--- config.mk ---
export PLATFORM = sky130hd
export DESIGN_NAME = ext_out_port_flat
export DESIGN_NICKNAME = d
export VERILOG_FILES = /design/src/rtl/ext_out_port_pkg.sv /design/src/rtl/ext_out_port_if.sv /design/src/rtl/ext_out_port_sync_fifo.sv /design/src/rtl/ext_out_port.sv /design/src/flat_wrapper.sv
export SDC_FILE = /design/constraint.sdc
export NUM_CORES = 1
export LEC_CHECK = 0
export CORE_MARGIN = 2
export CORE_UTILIZATION = 31
export DETAILED_ROUTE_END_ITERATION = 16
export PLACE_DENSITY = 0.48
export SYNTH_ARGS = -nofsm -noshare
export SYNTH_HDL_FRONTEND = slang
export SYNTH_HIERARCHICAL = 1
export SYNTH_SLANG_ARGS = --single-unit
--- constraint.sdc ---
create_clock -name clk -period 2.8 [get_ports clk]
set_clock_uncertainty 0.05 [all_clocks]
set_input_delay 0.56 -clock clk [delete_from_list [all_inputs] [get_ports clk]]
set_output_delay 0.56 -clock clk [all_outputs]
set_load 0.02 [all_outputs]
--- src/rtl/ext_out_port_pkg.sv ---
// Shared definitions for the external output port and the register file.
// Holds the external-slot address helper and default sizing.
// No logic; imported by the port, its FIFO and the register file.
package ext_out_port_pkg;

    // Default sizing, matching the register file this block sits beside.
    localparam int unsigned DEF_WIDTH = 8;
    localparam int unsigned DEF_N_REG = 8;
    localparam int unsigned DEF_DEPTH = 4;

    // FIFO operation in a cycle, encoded as {push, pop}.
    typedef enum logic [1:0] {
        OP_IDLE = 2'b00,
        OP_POP  = 2'b01,
        OP_PUSH = 2'b10,
        OP_BOTH = 2'b11
    } fifo_op_e;

    // The top register-file address is the external (user) slot. Reads of
    // it return user input in the register file; writes land in this block.
    function automatic int unsigned ext_addr(input int unsigned n_reg);
        return n_reg - 1;
    endfunction

    // True when n is a power of two and at least 2.
    function automatic bit depth_ok(input int unsigned n);
        return (n >= 2) && ((n & (n - 1)) == 0);
    endfunction

endpackage

--- src/rtl/ext_out_port_if.sv ---
// Core-bus and user-side signals of the external output port.
// No latency of its own; pure signal bundle.
// slave = the port itself, master = the core plus the user consumer.
interface ext_out_port_if #(
    parameter int unsigned WIDTH = 8,
    parameter int unsigned N_REG = 8,
    parameter int unsigned DEPTH = 4
);
    localparam int unsigned AW = $clog2(N_REG);
    localparam int unsigned LW = $clog2(DEPTH + 1);

    // Core register bus, shared with the register file.
    logic [AW-1:0]    a;
    logic             ce;
    logic [WIDTH-1:0] in;
    logic             stall;

    // User side: valid/ready stream plus occupancy status.
    logic [WIDTH-1:0] user_data;
    logic             user_valid;
    logic             user_ready;
    logic [LW-1:0]    level;
    logic             full;

    modport slave (
        input  a, ce, in, user_ready,
        output stall, user_data, user_valid, level, full
    );

    modport master (
        output a, ce, in, user_ready,
        input  stall, user_data, user_valid, level, full
    );

endinterface

--- src/rtl/ext_out_port_sync_fifo.sv ---
// Small synchronous FIFO; storage is not reset, only pointers and level.
// Latency: a word pushed at edge N is visible on rdata_o after edge N.
// Backpressure: none internally; the caller must not push when full without a pop.
module sync_fifo
    import ext_out_port_pkg::*;
#(
    parameter int unsigned WIDTH = 8,
    parameter int unsigned DEPTH = 4
) (
    input  logic                         clk,
    input  logic                         rst,
    input  logic                         push_i,
    input  logic [WIDTH-1:0]             wdata_i,
    input  logic                         pop_i,
    output logic [WIDTH-1:0]             rdata_o,
    output logic [$clog2(DEPTH+1)-1:0]   level_o,
    output logic                         full_o,
    output logic                         empty_o
);
    localparam int unsigned PW = $clog2(DEPTH);
    localparam int unsigned LW = $clog2(DEPTH + 1);

    logic [WIDTH-1:0] mem_q [DEPTH];
    logic [PW-1:0]    wr_ptr_q, wr_ptr_d;
    logic [PW-1:0]    rd_ptr_q, rd_ptr_d;
    logic [LW-1:0]    level_q,  level_d;
    fifo_op_e         op;

    assign op = fifo_op_e'({push_i, pop_i});

    // Next pointers and occupancy; pointers wrap naturally since DEPTH is 2^PW.
    always_comb begin
        wr_ptr_d = wr_ptr_q;
        rd_ptr_d = rd_ptr_q;
        level_d  = level_q;
        if (push_i) begin
            wr_ptr_d = wr_ptr_q + PW'(1);
        end
        if (pop_i) begin
            rd_ptr_d = rd_ptr_q + PW'(1);
        end
        unique case (op)
            OP_PUSH: level_d = level_q + LW'(1);
            OP_POP:  level_d = level_q - LW'(1);
            default: level_d = level_q;
        endcase
    end

    // Pointer and occupancy registers, cleared asynchronously.
    always_ff @(posedge clk or posedge rst) begin
        if (rst) begin
            wr_ptr_q <= '0;
            rd_ptr_q <= '0;
            level_q  <= '0;
        end else begin
            wr_ptr_q <= wr_ptr_d;
            rd_ptr_q <= rd_ptr_d;
            level_q  <= level_d;
        end
    end

    // Storage write; contents deliberately survive reset.
    always_ff @(posedge clk) begin
        if (push_i) begin
            mem_q[wr_ptr_q] <= wdata_i;
        end
    end

    // Full/empty come from the level count, never from pointer comparison.
    assign rdata_o = mem_q[rd_ptr_q];
    assign level_o = level_q;
    assign full_o  = (level_q == LW'(DEPTH));
    assign empty_o = (level_q == '0);

    a_level_bound: assert property (@(posedge clk) disable iff (rst)
        level_q <= LW'(DEPTH));
    a_no_pop_empty: assert property (@(posedge clk) disable iff (rst)
        pop_i |-> !empty_o);
    a_no_overflow: assert property (@(posedge clk) disable iff (rst)
        (push_i && full_o) |-> pop_i);

endmodule

--- src/rtl/ext_out_port.sv ---
// Captures core writes to the external register slot and streams them to the user side.
// Latency: a write accepted at edge N shows user_valid=1 in the cycle after edge N; no bypass.
// Backpressure: stall is combinational; asserted when a slot write arrives while full and no pop.
module ext_out_port
    import ext_out_port_pkg::*;
#(
    parameter int unsigned WIDTH = DEF_WIDTH,
    parameter int unsigned N_REG = DEF_N_REG,
    parameter int unsigned DEPTH = DEF_DEPTH
) (
    input  logic           clk,
    input  logic           rst,
    ext_out_port_if.slave  bus
);
    localparam int unsigned   AW    = $clog2(N_REG);
    localparam int unsigned   LW    = $clog2(DEPTH + 1);
    localparam logic [AW-1:0] EXT_A = AW'(ext_addr(N_REG));

    logic             wr_req;
    logic             push;
    logic             pop;
    logic             fifo_full;
    logic             fifo_empty;
    logic [WIDTH-1:0] fifo_rdata;
    logic [LW-1:0]    fifo_level;

    // Address decode, accept rule and stall. A full FIFO still accepts a
    // write when the head leaves in the same cycle; the core holds the bus
    // while stalled, so no retry state is kept here.
    always_comb begin
        wr_req = bus.ce && (bus.a == EXT_A);
        pop    = !fifo_empty && bus.user_ready;
        push   = wr_req && (!fifo_full || pop);
    end

    sync_fifo #(
        .WIDTH (WIDTH),
        .DEPTH (DEPTH)
    ) u_fifo (
        .clk     (clk),
        .rst     (rst),
        .push_i  (push),
        .wdata_i (bus.in),
        .pop_i   (pop),
        .rdata_o (fifo_rdata),
        .level_o (fifo_level),
        .full_o  (fifo_full),
        .empty_o (fifo_empty)
    );

    assign bus.stall      = wr_req && !push;
    assign bus.user_data  = fifo_rdata;
    assign bus.user_valid = !fifo_empty;
    assign bus.level      = fifo_level;
    assign bus.full       = fifo_full;

    a_stall_needs_req: assert property (@(posedge clk) disable iff (rst)
        bus.stall |-> wr_req);
    a_user_hold: assert property (@(posedge clk) disable iff (rst)
        (bus.user_valid && !bus.user_ready) |=>
            (bus.user_valid && $stable(bus.user_data)));
    a_depth_legal: assert property (@(posedge clk)
        depth_ok(DEPTH));

endmodule

--- src/flat_wrapper.sv ---
// flat-port wrapper written by rule: the top's interface ports become plain ports
module ext_out_port_flat import ext_out_port_pkg::*;
#(
    parameter int unsigned WIDTH = DEF_WIDTH,
    parameter int unsigned N_REG = DEF_N_REG,
    parameter int unsigned DEPTH = DEF_DEPTH
)
  (clk, rst, bus_a, bus_ce, bus_in, bus_user_ready, bus_stall, bus_user_data, bus_user_valid, bus_level, bus_full);
  ext_out_port_if #(.WIDTH(WIDTH), .N_REG(N_REG), .DEPTH(DEPTH)) bus_i ();
  input  logic clk;
  input  logic rst;
  input wire logic [$bits(bus_i.a)-1:0] bus_a;
  input wire logic [$bits(bus_i.ce)-1:0] bus_ce;
  input wire logic [$bits(bus_i.in)-1:0] bus_in;
  input wire logic [$bits(bus_i.user_ready)-1:0] bus_user_ready;
  output wire logic [$bits(bus_i.stall)-1:0] bus_stall;
  output wire logic [$bits(bus_i.user_data)-1:0] bus_user_data;
  output wire logic [$bits(bus_i.user_valid)-1:0] bus_user_valid;
  output wire logic [$bits(bus_i.level)-1:0] bus_level;
  output wire logic [$bits(bus_i.full)-1:0] bus_full;
  assign bus_i.a = bus_a;
  assign bus_i.ce = bus_ce;
  assign bus_i.in = bus_in;
  assign bus_i.user_ready = bus_user_ready;
  assign bus_stall = bus_i.stall;
  assign bus_user_data = bus_i.user_data;
  assign bus_user_valid = bus_i.user_valid;
  assign bus_level = bus_i.level;
  assign bus_full = bus_i.full;
  ext_out_port #(.WIDTH(WIDTH), .N_REG(N_REG), .DEPTH(DEPTH)) u_core (.clk(clk), .rst(rst), .bus(bus_i));
endmodule
-- Word level (Yosys, flattened, before mapping)
Memories as Yosys holds them, arrays and structs flattened.
Index checks and enable logic that the tools add are counted.
- $add $sub $neg: 4
- $mul: 0
- div/mod/pow operators: 0
- order comparisons: 0
- eq/ne operators: 4
- shifts and indexed selects: 0
- mux-type cells: 3
- bitwise operators: 0
- reductions and logical operators: 10
- operators with widths (kind ; number):
    equality test 3 bit (second input constant) ; 2
    one-hot mux 3 bit (2 select lines) ; 1
    adder 2 x 1 -> 2 bit (second input constant) ; 2
    logical AND 1 bit ; 4
    adder 3 x 1 -> 3 bit (second input constant) ; 1
    zero test 1 bit ; 3
    zero test 3 bit ; 1
    subtractor 3 x 1 -> 3 bit (second input constant) ; 1
    equality test 2 x 1 -> 1 bit (second input constant) ; 1
    equality test 2 bit (second input constant) ; 1
    2-to-1 mux 1 bit ; 2
    nonzero test 2 bit ; 1
    logical OR 1 bit ; 1
- flip-flop bits (word level): 7
- latch bits: 0
- bits in writable memories: 32
- bits in read-only memories: 0
- input bits: 15
- output and inout port bits: 14
- memories kept: 1
- memory list (name ; words ; width ; read ports ; clocked after memory_dff ; wr ports ; RTL line ; text):
    u_core.u_fifo.mem_q ; 4 ; 8 ; 1 ; 0 ; 1 ; ext_out_port_sync_fifo.sv:23 ; logic [WIDTH-1:0] mem_q [DEPTH];

-- Depth between registers and ports, before layout
Gate-level depths: netlist (run 1).
- depth after elaboration: 7
- mapped depth: 10

-- Cells and area by module
The synthesis (run 1) kept the hierarchy.
- modules (own cells, without submodules) (module ; times used ; cells each ; area an instance (µm²)):
    sync_fifo ; 1 ; 79 ; 1556.5
    ext_out_port ; 1 ; 6 ; 45.0

-- Least setup slack after synthesis (run 1)
Ideal clock, no wire load.
- path type: register to register
- start: register u_core.u_fifo.level_q[0] (netlist: u_core/u_fifo/level_o[0])
- end: register u_core.u_fifo.level_q[2] (netlist: u_core/u_fifo/level_o[2])
- library setup time: 0.080 ns
- arrival time: 2.133 ns
- data required time: 2.670 ns
- setup slack: 0.537 ns
- cell stages (with the launch flop): 11
- period minus slack after synthesis: 2.263 ns
- path through: dfrtp_1 > inv_1 > and3_1 > a21oi_1 > inv_1 > ha_1 > inv_1 > fa_1 > xor2_1 > nor2_1 > xor2_1
- elaborated cells between the ends (all ways): 13
- classes of those cells: 2 x add/sub; 3 x eq/ne; 1 x mux; 7 x reduce/logical
- RTL lines (what ; RTL line ; text):
    from (decl) ; ext_out_port_sync_fifo.sv:26 ; logic [LW-1:0] level_q, level_d;
    from (signal assigned) ; ext_out_port_sync_fifo.sv:58 ; level_q <= level_d;
    equality test 3 bit * ; ext_out_port_sync_fifo.sv:72 ; assign full_o = (level_q == LW'(DEPTH));
    via bus_full ; flat_wrapper.sv:20 ; output wire logic [$bits(bus_i.full)-1:0] bus_full;
    zero test 1 bit * ; ext_out_port.sv:33 ; push = wr_req && (!fifo_full || pop);
    logical OR 1 bit * ; ext_out_port.sv:33 ;
    logical AND 1 bit * ; ext_out_port.sv:33 ;
    via u_core.push ; ext_out_port.sv:20 ; logic push;
    equality test 2 x 1 -> 1 bit / equality test 2 bit (equally long branches) ; ext_out_port_sync_fifo.sv:42 ; unique case (op)
    one-hot mux 3 bit (2 select lines) / nonzero test 2 bit (equally long branches) ; n/a ;
Mark *: on every way through the listed nets, which the timed path passes. The rest lies on a longest branch.
A chain may end at the register's enable or synchronous reset.

-- Worst setup path after layout (run 1)
- start: register u_core.u_fifo.level_q[0] (netlist: u_core/u_fifo/level_o[0])
- end: output port bus_stall
- longest elaborated chain between the ends: 7
- elaborated cells between the ends (all ways): 9
- classes of those cells: 1 x eq/ne; 8 x reduce/logical
- RTL lines (what ; RTL line ; text):
    zero test 3 bit ; ext_out_port_sync_fifo.sv:73 ; assign empty_o = (level_q == '0);
    via u_core.fifo_empty ; ext_out_port.sv:23 ; logic fifo_empty;
    zero test 1 bit ; ext_out_port.sv:32 ; pop = !fifo_empty && bus.user_ready;
    logical AND 1 bit ; ext_out_port.sv:32 ;
    via u_core.pop ; ext_out_port.sv:21 ; logic pop;
    logical OR 1 bit ; ext_out_port.sv:33 ;
    logical AND 1 bit ; ext_out_port.sv:33 ;
    zero test 1 bit ; ext_out_port.sv:51 ; assign bus.stall = wr_req && !push;
    logical AND 1 bit ; ext_out_port.sv:51 ;
    to (decl) ; flat_wrapper.sv:16 ; output wire logic [$bits(bus_i.stall)-1:0] bus_stall;
The timed path passes the listed nets, and every way through them passes these cells.

==> metrics.log, run 1 <==
[metrics] commonest non-fill, non-tap cells in the layout: sky130_fd_sc_hd__edfxtp_1 (32), sky130_fd_sc_hd__clkdlybuf4s50_1 (28), sky130_fd_sc_hd__inv_1 (8), sky130_fd_sc_hd__mux4_2 (8), sky130_fd_sc_hd__dfrtp_1 (7)
[metrics] non-filler cells in the finished layout: around 190
[metrics] GR Util All Layers: between 10% and 20%
[metrics] placer congestion estimate: 0.720
[metrics] Mapped Cells: 85
[metrics] H-tree level count: 2
[metrics] die width: around 76 um
[metrics] average cell area after synthesis: 18.8 um2
[metrics] placed instance count: 183
[metrics] number of global-route vias before repair: 835
[metrics] maximum ir drop on the vdd rail: 0.308 mV
[metrics] required time reported for the critical path endpoint: 2.19 ns
[metrics] leakage power total: between 0.7 and 0.8 nW
[metrics] count of clock tree sinks: 39
[metrics] max_cap viols: 0
[metrics] number of antenna diodes: 0
[metrics] count of buffers from port buffering: 28
[metrics] number of nets with antenna violations after routing: 0
[metrics] Final #Nets: around 140
[metrics] fraction of layout instances using a drive strength above 1: 16.5%
[metrics] clk_lat worst skew: 0.28 ns
[metrics] CTS hold repair buffers: 0
[metrics] proportion of synthesized chip area in sequential cells: between 70 and 80%
[metrics] dominant synthesized flop cell: sky130_fd_sc_hd__edfxtp_1
[metrics] number of remaining DRC errors: 0
[metrics] first drt pass iteration count: 4
[metrics] pin count of the biggest net entering global routing: 13
[metrics] number of buffers added by the clock tree synthesis step: 5
[metrics] number of cells upsized or downsized after cts: 0
[metrics] # rows: 26
[metrics] total overflow reported by the global router: 0
[metrics] final-report hold violation count: 0
[metrics] post-placement setup slack: 0.203 ns
[metrics] TritonCTS clock tree: yes
[metrics] Final Max Tran Viols: 0
[metrics] Setup crit end kind: output port
[metrics] post-synthesis cell type count: 22
[metrics] vertical die dimension: 75.9 um
[metrics] Worst EP arrival: ~2.0 ns
[metrics] sum of routed wire length over all layers: 2680 um
[metrics] Slew HR: about 69%
[metrics] critical path fanouts, max: 4
[metrics] clock transition at the register clock pins on the worst setup and hold paths after CTS: 0.07 ns
[metrics] maximum count of clock buffers along a single path: 2
[metrics] Setup crit start kind: flip-flop
[metrics] starting density of the core: 31.8%
[metrics] final critical delay including setup and external delays: 2.63 ns
[metrics] P per Cell Area: 915 mW/mm2
[metrics] overall die area: between 0.005 and 0.006 mm2
[metrics] outcome: completed
[metrics] setup bufs post-CTS: 0
[metrics] Setup Viol. Count Final: 0
[metrics] post-synthesis cell area: roughly 0.0016 mm2
[metrics] transition time of the tightest slew-check pin: about 0.47 ns
[metrics] initial antenna violation count: 0
[metrics] WS Path Type: reg -> out
[metrics] leading cell type in the layout, fill and taps excluded: sky130_fd_sc_hd__edfxtp_1
[metrics] global-route wire length before repair: 4060 um
[metrics] vias per cell: 4.25
[metrics] Starting DRT DRC Count: 28
[metrics] Achievable Freq: 0.380 GHz
[metrics] Final period util: a little over nine tenths
[metrics] area of the core: 0.00504 mm2
[metrics] net count of the mapped netlist: between 100 and 150
[metrics] Worst Hold Class: in -> async
[metrics] number of flops mapped to enable cells by yosys: 32
[metrics] Synth-to-Final Area Change: 29.6%
[metrics] sum of net half-perimeters after detailed placement: 1860 um
[metrics] unrepaired setup endpoints after global routing: false
[metrics] final setup slack of the worst path: about 0.17 ns
[metrics] buffer cell driving the clock tree root: sky130_fd_sc_hd__clkbuf_8
[metrics] Via Count: 811
[metrics] summed negative setup slack over all endpoints: 0 ns
[metrics] number of filler cells placed in the layout: 448
[metrics] count of warnings emitted by yosys: 6
[metrics] number of ports placed on the die boundary: 29
[metrics] share of flip-flops with an asynchronous set or reset: 17.9%
[metrics] flop and latch count out of synthesis: 39
[metrics] WL per Instance: around 14 um
## power breakdown
| part | switching [W] | total, W | internal (W) |
|---|---|---|---|
| combinational | 0.000316 | 0.000683 | 0.000367 |
| sequential | 0.0000786 | 0.000775 | 0.000696 |
| clock | 0.000181 | 0.000442 | 0.000261 |
| total | 0.000576 | 0.00190 | 0.00132 |
## state kept, by name (all words and copies together), names as in the netlist
register	count
u_core/u_fifo/rd_ptr_q	2
u_core/u_fifo/mem_q	32
u_core/u_fifo/level_o	3
u_core/u_fifo/wr_ptr_q	2
## layer usage
metal  track usage (%)  share of wire (%)
met1              12.4                 43
met2              16.5                 51
met3              4.37                4.5
met4              4.09                1.8
met5                 0                  0
## per-stage QoR
step	utilization [%]	hold WS, ns	area (um2)	power, W
after CTS	41.2	0.455	2080	0.00193
after global routing	41.2	0.475	2080	0.00202
after floorplan	-	0.313	1600	0.00122
final	41.2	0.456	2080	0.00190
after detailed placement	39.0	0.440	1970	0.00148
after global placement	39.0	0.442	1970	0.00148
## path summary, 6_finish.rpt
path | from | to | slack [ns] | depth (start not counted)
max | u_core/u_fifo/level_o[0] | bus_stall | 0.17 | 5
min | rst | u_core/u_fifo/level_o[1] | 0.46 | 2
max reg2reg | u_core/u_fifo/level_o[0] | u_core/u_fifo/level_o[2] | 0.58 | 10
min reg2reg | u_core/u_fifo/rd_ptr_q[0] | u_core/u_fifo/rd_ptr_q[0] | 0.46 | 1
max in group asynchronous | rst | u_core/u_fifo/rd_ptr_q[1] | 2.02 | 2
min in group clk | u_core/u_fifo/rd_ptr_q[0] | u_core/u_fifo/rd_ptr_q[0] | 0.46 | 1
## area by class of cell
| cell class | count | area [um2] | area share [%] |
|---|---|---|---|
| Tap cell | 70 | 87.6 | 4.22 |
| Timing Repair Buffer | 30 | 295 | 14.2 |
| Multi-Input combinational cell | 35 | 415 | 20.0 |
| Inverter | 9 | 33.8 | 1.63 |
| Clock buffer | 5 | 68.8 | 3.32 |
| Clock inverter | 3 | 38.8 | 1.87 |
| Sequential cell | 39 | 1140 | 54.7 |
## synthesized netlist by cell type (2+ instances only)
cell | n | share of area [%]
sky130_fd_sc_hd__and2_1 | 4 | 1.6
sky130_fd_sc_hd__dfrtp_1 | 7 | 11
sky130_fd_sc_hd__edfxtp_1 | 32 | 60
sky130_fd_sc_hd__ha_1 | 5 | 3.9
sky130_fd_sc_hd__inv_1 | 8 | 1.9
sky130_fd_sc_hd__mux4_2 | 8 | 11
sky130_fd_sc_hd__nand2_1 | 2 | 0.47
sky130_fd_sc_hd__xnor2_1 | 2 | 1.1
sky130_fd_sc_hd__xor2_1 | 4 | 2.2
## cell families after synthesis
| kind of cell | after synthesis | synth area share (%) |
|---|---|---|
| DFF | 39 | 70.9 |
| AOI/OAI and AO/OA | 2 | 0.624 |
| xor gates and xnor gates | 6 | 3.28 |
| buffers and inverters | 11 | 3.12 |
| muxes | 9 | 11.9 |
| adders and majority gates | 6 | 5.16 |
| and+or+nand+nor | 12 | 5.00 |
## worst max-delay path, stage by stage (launching register included)
cell and delay (ns):
sky130_fd_sc_hd__dfrtp_1 0.42, sky130_fd_sc_hd__nor3_1 0.28, sky130_fd_sc_hd__nand2b_4 0.19, sky130_fd_sc_hd__inv_2 0.06, sky130_fd_sc_hd__nor3b_2 0.18, sky130_fd_sc_hd__clkdlybuf4s50_1 0.63
No activity file was read; power rests on OpenSTA's default activity.
==> run 2, diff against run 1 <==
GPL_TIMING_DRIVEN = 0   (was unset)
PLACE_DENSITY = 0.56   (was 0.48)
==> run 2 against run 1 <==
Wire length decreased by 1.7%; sequential share of layout area rose by 0.70 points; core utilization decreased by 0.52 points; combinational power grew 6.0%; critical path type unchanged.
==> metrics.log, run 2 (synthesis gave the netlist of run 1 again) <==
[metrics] outcome: completed (unchanged)
[metrics] leakage power total: 0.726 nW (was 0.742 nW)
[metrics] global-route wire length before repair: 4170 um (was 4060 um)
[metrics] placed instance count: 183 (unchanged)
[metrics] non-filler cells in the finished layout: 191 (unchanged)
[metrics] Final #Nets: 141 (unchanged)
[metrics] Setup crit end kind: output port (unchanged)
[metrics] summed negative setup slack over all endpoints: 0 ns (unchanged)
[metrics] M1 GR Usage: 11.8% (was 12.4%)
[metrics] worst reg-to-reg path cell count: 10 (unchanged)
[metrics] required time reported for the critical path endpoint: 2.19 ns (about the same)
[metrics] max_cap viols: 0 (unchanged)
[metrics] fraction of layout instances using a drive strength above 1: 14.9% (was 16.5%)
[metrics] TritonCTS clock tree: yes (unchanged)
[metrics] clk_lat worst skew: 0.28 ns (about the same)
[metrics] starting density of the core: 31.8% (unchanged)
[metrics] Achievable Freq: 0.378 GHz (was 0.380 GHz)
[metrics] commonest non-fill, non-tap cells in the layout: sky130_fd_sc_hd__edfxtp_1 (32), sky130_fd_sc_hd__clkdlybuf4s50_1 (28), sky130_fd_sc_hd__inv_1 (8), sky130_fd_sc_hd__mux4_2 (8), sky130_fd_sc_hd__dfrtp_1 (7) (unchanged)
[metrics] unrepaired setup endpoints after global routing: false (unchanged)
[metrics] final critical delay including setup and external delays: 2.64 ns (was 2.63 ns)
[metrics] met2 Resource Use GR: 18.4% (was 16.5%)
[metrics] vias per cell: 4.18 (was 4.25)
[metrics] number of cells upsized or downsized after cts: 0 (unchanged)
[metrics] final setup slack of the worst path: 0.155 ns (was 0.170 ns)
[metrics] area of the core: 0.00504 mm2 (unchanged)
[metrics] Final Max Tran Viols: 0 (unchanged)
[metrics] Worst Hold Class: in -> async (unchanged)
[metrics] final-report hold violation count: 0 (unchanged)
[metrics] die width: 75.9 um (unchanged)
[metrics] sum of net half-perimeters after detailed placement: 1840 um (was 1860 um)
[metrics] setup slack on the worst flop-to-flop path: 0.42 ns (was 0.58 ns)
[metrics] post-layout util: 40.6% (was 41.2%)
[metrics] met3 demand-to-capacity share in global routing: 4.50% (was 4.37%)
[metrics] Final period util: 94.5% (was 93.9%)
[metrics] Critical Path Sink: bus_stall (unchanged)
[metrics] critical path fanouts, max: 4 (unchanged)
[metrics] Setup Viol. Count Final: 0 (unchanged)
[metrics] post-layout total power: 0.00181 W (was 0.00190 W)
[metrics] highest cell delay on the worst timing path: 0.62 ns (was 0.63 ns)
[metrics] maximum ir drop on the vdd rail: 0.526 mV (was 0.308 mV)
[metrics] flip-flop and latch area: 0.00114 mm2 (unchanged)
[metrics] overall die area: 0.00576 mm2 (unchanged)
[metrics] Synth-to-Final Area Change: 28.0% (was 29.6%)
[metrics] buffer cell driving the clock tree root: sky130_fd_sc_hd__clkbuf_8 (unchanged)
[metrics] post-placement setup slack: 0.0656 ns (was 0.203 ns)
[metrics] number of remaining DRC errors: 0 (unchanged)
[metrics] total overflow reported by the global router: 0 (unchanged)
[metrics] leading cell type in the layout, fill and taps excluded: sky130_fd_sc_hd__edfxtp_1 (unchanged)
[metrics] max FFs per register: 32 (unchanged)
[metrics] maximum count of clock buffers along a single path: 2 (unchanged)
[metrics] transition time of the tightest slew-check pin: 0.518 ns (was 0.471 ns)
[metrics] Critical Path, Cell by Cell: nor3_1 -> nand2b_4 -> inv_2 -> nor3b_2 -> clkdlybuf4s50_1 (unchanged)
[metrics] H-tree level count: 2 (unchanged)
[metrics] Setup crit start kind: flip-flop (unchanged)
[metrics] Starting DRT DRC Count: 33 (was 28)
[metrics] number of antenna diodes: 0 (unchanged)
[metrics] Slew HR: 65.4% (was 68.6%)
[metrics] Reg-to-Reg End: u_core/u_fifo/level_o[2] (unchanged)
[metrics] count of buffers from port buffering: 28 (unchanged)
[metrics] global-route layer with the greatest usage: met2 (unchanged)
[metrics] worst flop-to-flop path startpoint: u_core/u_fifo/level_o[0] (unchanged)
[metrics] clock transition at the register clock pins on the worst setup and hold paths after CTS: 0.07 ns (about the same)
[metrics] setup bufs post-CTS: 0 (unchanged)
[metrics] sum of routed wire length over all layers: 2630 um (was 2680 um)
[metrics] # rows: 26 (unchanged)
[metrics] register with the most flip-flops: u_core/u_fifo/mem_q (unchanged)
[metrics] Via Count: 799 (was 811)
[metrics] number of global-route vias before repair: 872 (was 835)
[metrics] initial antenna violation count: 0 (unchanged)
[metrics] number of ports placed on the die boundary: 29 (unchanged)
[metrics] number of buffers added by the clock tree synthesis step: 5 (unchanged)
[metrics] vertical die dimension: 75.9 um (unchanged)
[metrics] number of nets with antenna violations after routing: 0 (unchanged)
[metrics] number of filler cells placed in the layout: 465 (was 448)
[metrics] GR Util All Layers: 10.6% (was 10.3%)
[metrics] placer congestion estimate: 0.693 (was 0.720)
[metrics] Critical Path Source: u_core/u_fifo/level_o[0] (unchanged)
[metrics] P per Cell Area: 884 mW/mm2 (was 915 mW/mm2)
[metrics] pin count of the biggest net entering global routing: 12 (was 13)
[metrics] footprint of the multi-input gates: 415 um2 (unchanged)
[metrics] WS Path Type: reg -> out (unchanged)
[metrics] WL per Instance: 13.8 um (was 14.0 um)
[metrics] Crit-path slowest cell: sky130_fd_sc_hd__clkdlybuf4s50_1 (unchanged)
[metrics] CTS hold repair buffers: 0 (unchanged)
[metrics] Worst EP arrival: 2.03 ns (was 2.02 ns)
[metrics] count of clock tree sinks: 39 (unchanged)
[metrics] first drt pass iteration count: 4 (unchanged)
-- run 2: cell types whose count changed in the layout (fill, tap and decap cells not counted), sizes merged --
cell / change
bufinv: -1
clkbuf: +1
-- run 2: per-stage QoR --
| stage | hold WS, ns | area, um2 |
|---|---|---|
| after floorplan | 0.313 | 1600 |
| after global placement | 0.463 | 1970 |
| after detailed placement | 0.479 | 1970 |
| after CTS | 0.462 | 2050 |
| after global routing | 0.485 | 2050 |
| final | 0.464 | 2050 |
-- run 2: critical path, delay by kind of cell, from the launching register on --
kind | cells | cell delay [ns]
buf+inv | 2 | 0.67
simple gates | 3 | 0.66
flops | 1 | 0.43
-- run 2: worst min path at each step --
stage / start / end / cells after the start / slack (ns)
after floorplan: rst / u_core/u_fifo/level_o[0] / 1 / 0.31
after global placement: u_core/u_fifo/wr_ptr_q[0] / u_core/u_fifo/wr_ptr_q[0] / 1 / 0.46
after detailed placement: u_core/u_fifo/level_o[2] / u_core/u_fifo/level_o[2] / 1 / 0.48
after CTS: rst / u_core/u_fifo/wr_ptr_q[0] / 2 / 0.46
after global routing: rst / u_core/u_fifo/wr_ptr_q[0] / 2 / 0.49
final: rst / u_core/u_fifo/wr_ptr_q[0] / 2 / 0.46
-- run 2: layout make-up --
class | instances | area share [%]
flip-flops and latches | 39 | 55.4
multi-input cells | 35 | 20.3
repair buffers | 28 | 13.7
well taps | 70 | 4.27
clock buffers | 6 | 3.54
inverters | 9 | 1.65
plain buffers | 2 | 0.794
clock inverters | 2 | 0.366
-- run 2: report_power, final --
group / leakage, nW / internal, W / total [W] / switching [W]
clock network: 0.0403 / 0.000170 / 0.000345 / 0.000175
logic: 0.316 / 0.000375 / 0.000724 / 0.000349
registers: 0.371 / 0.000696 / 0.000743 / 0.0000470
-- run 2: per-layer routing --
layer  vias up  wire (um)
met4         0         23
met5         -          0
met1       392       1150
met3         4        160
met2        23       1300
li1        380          -
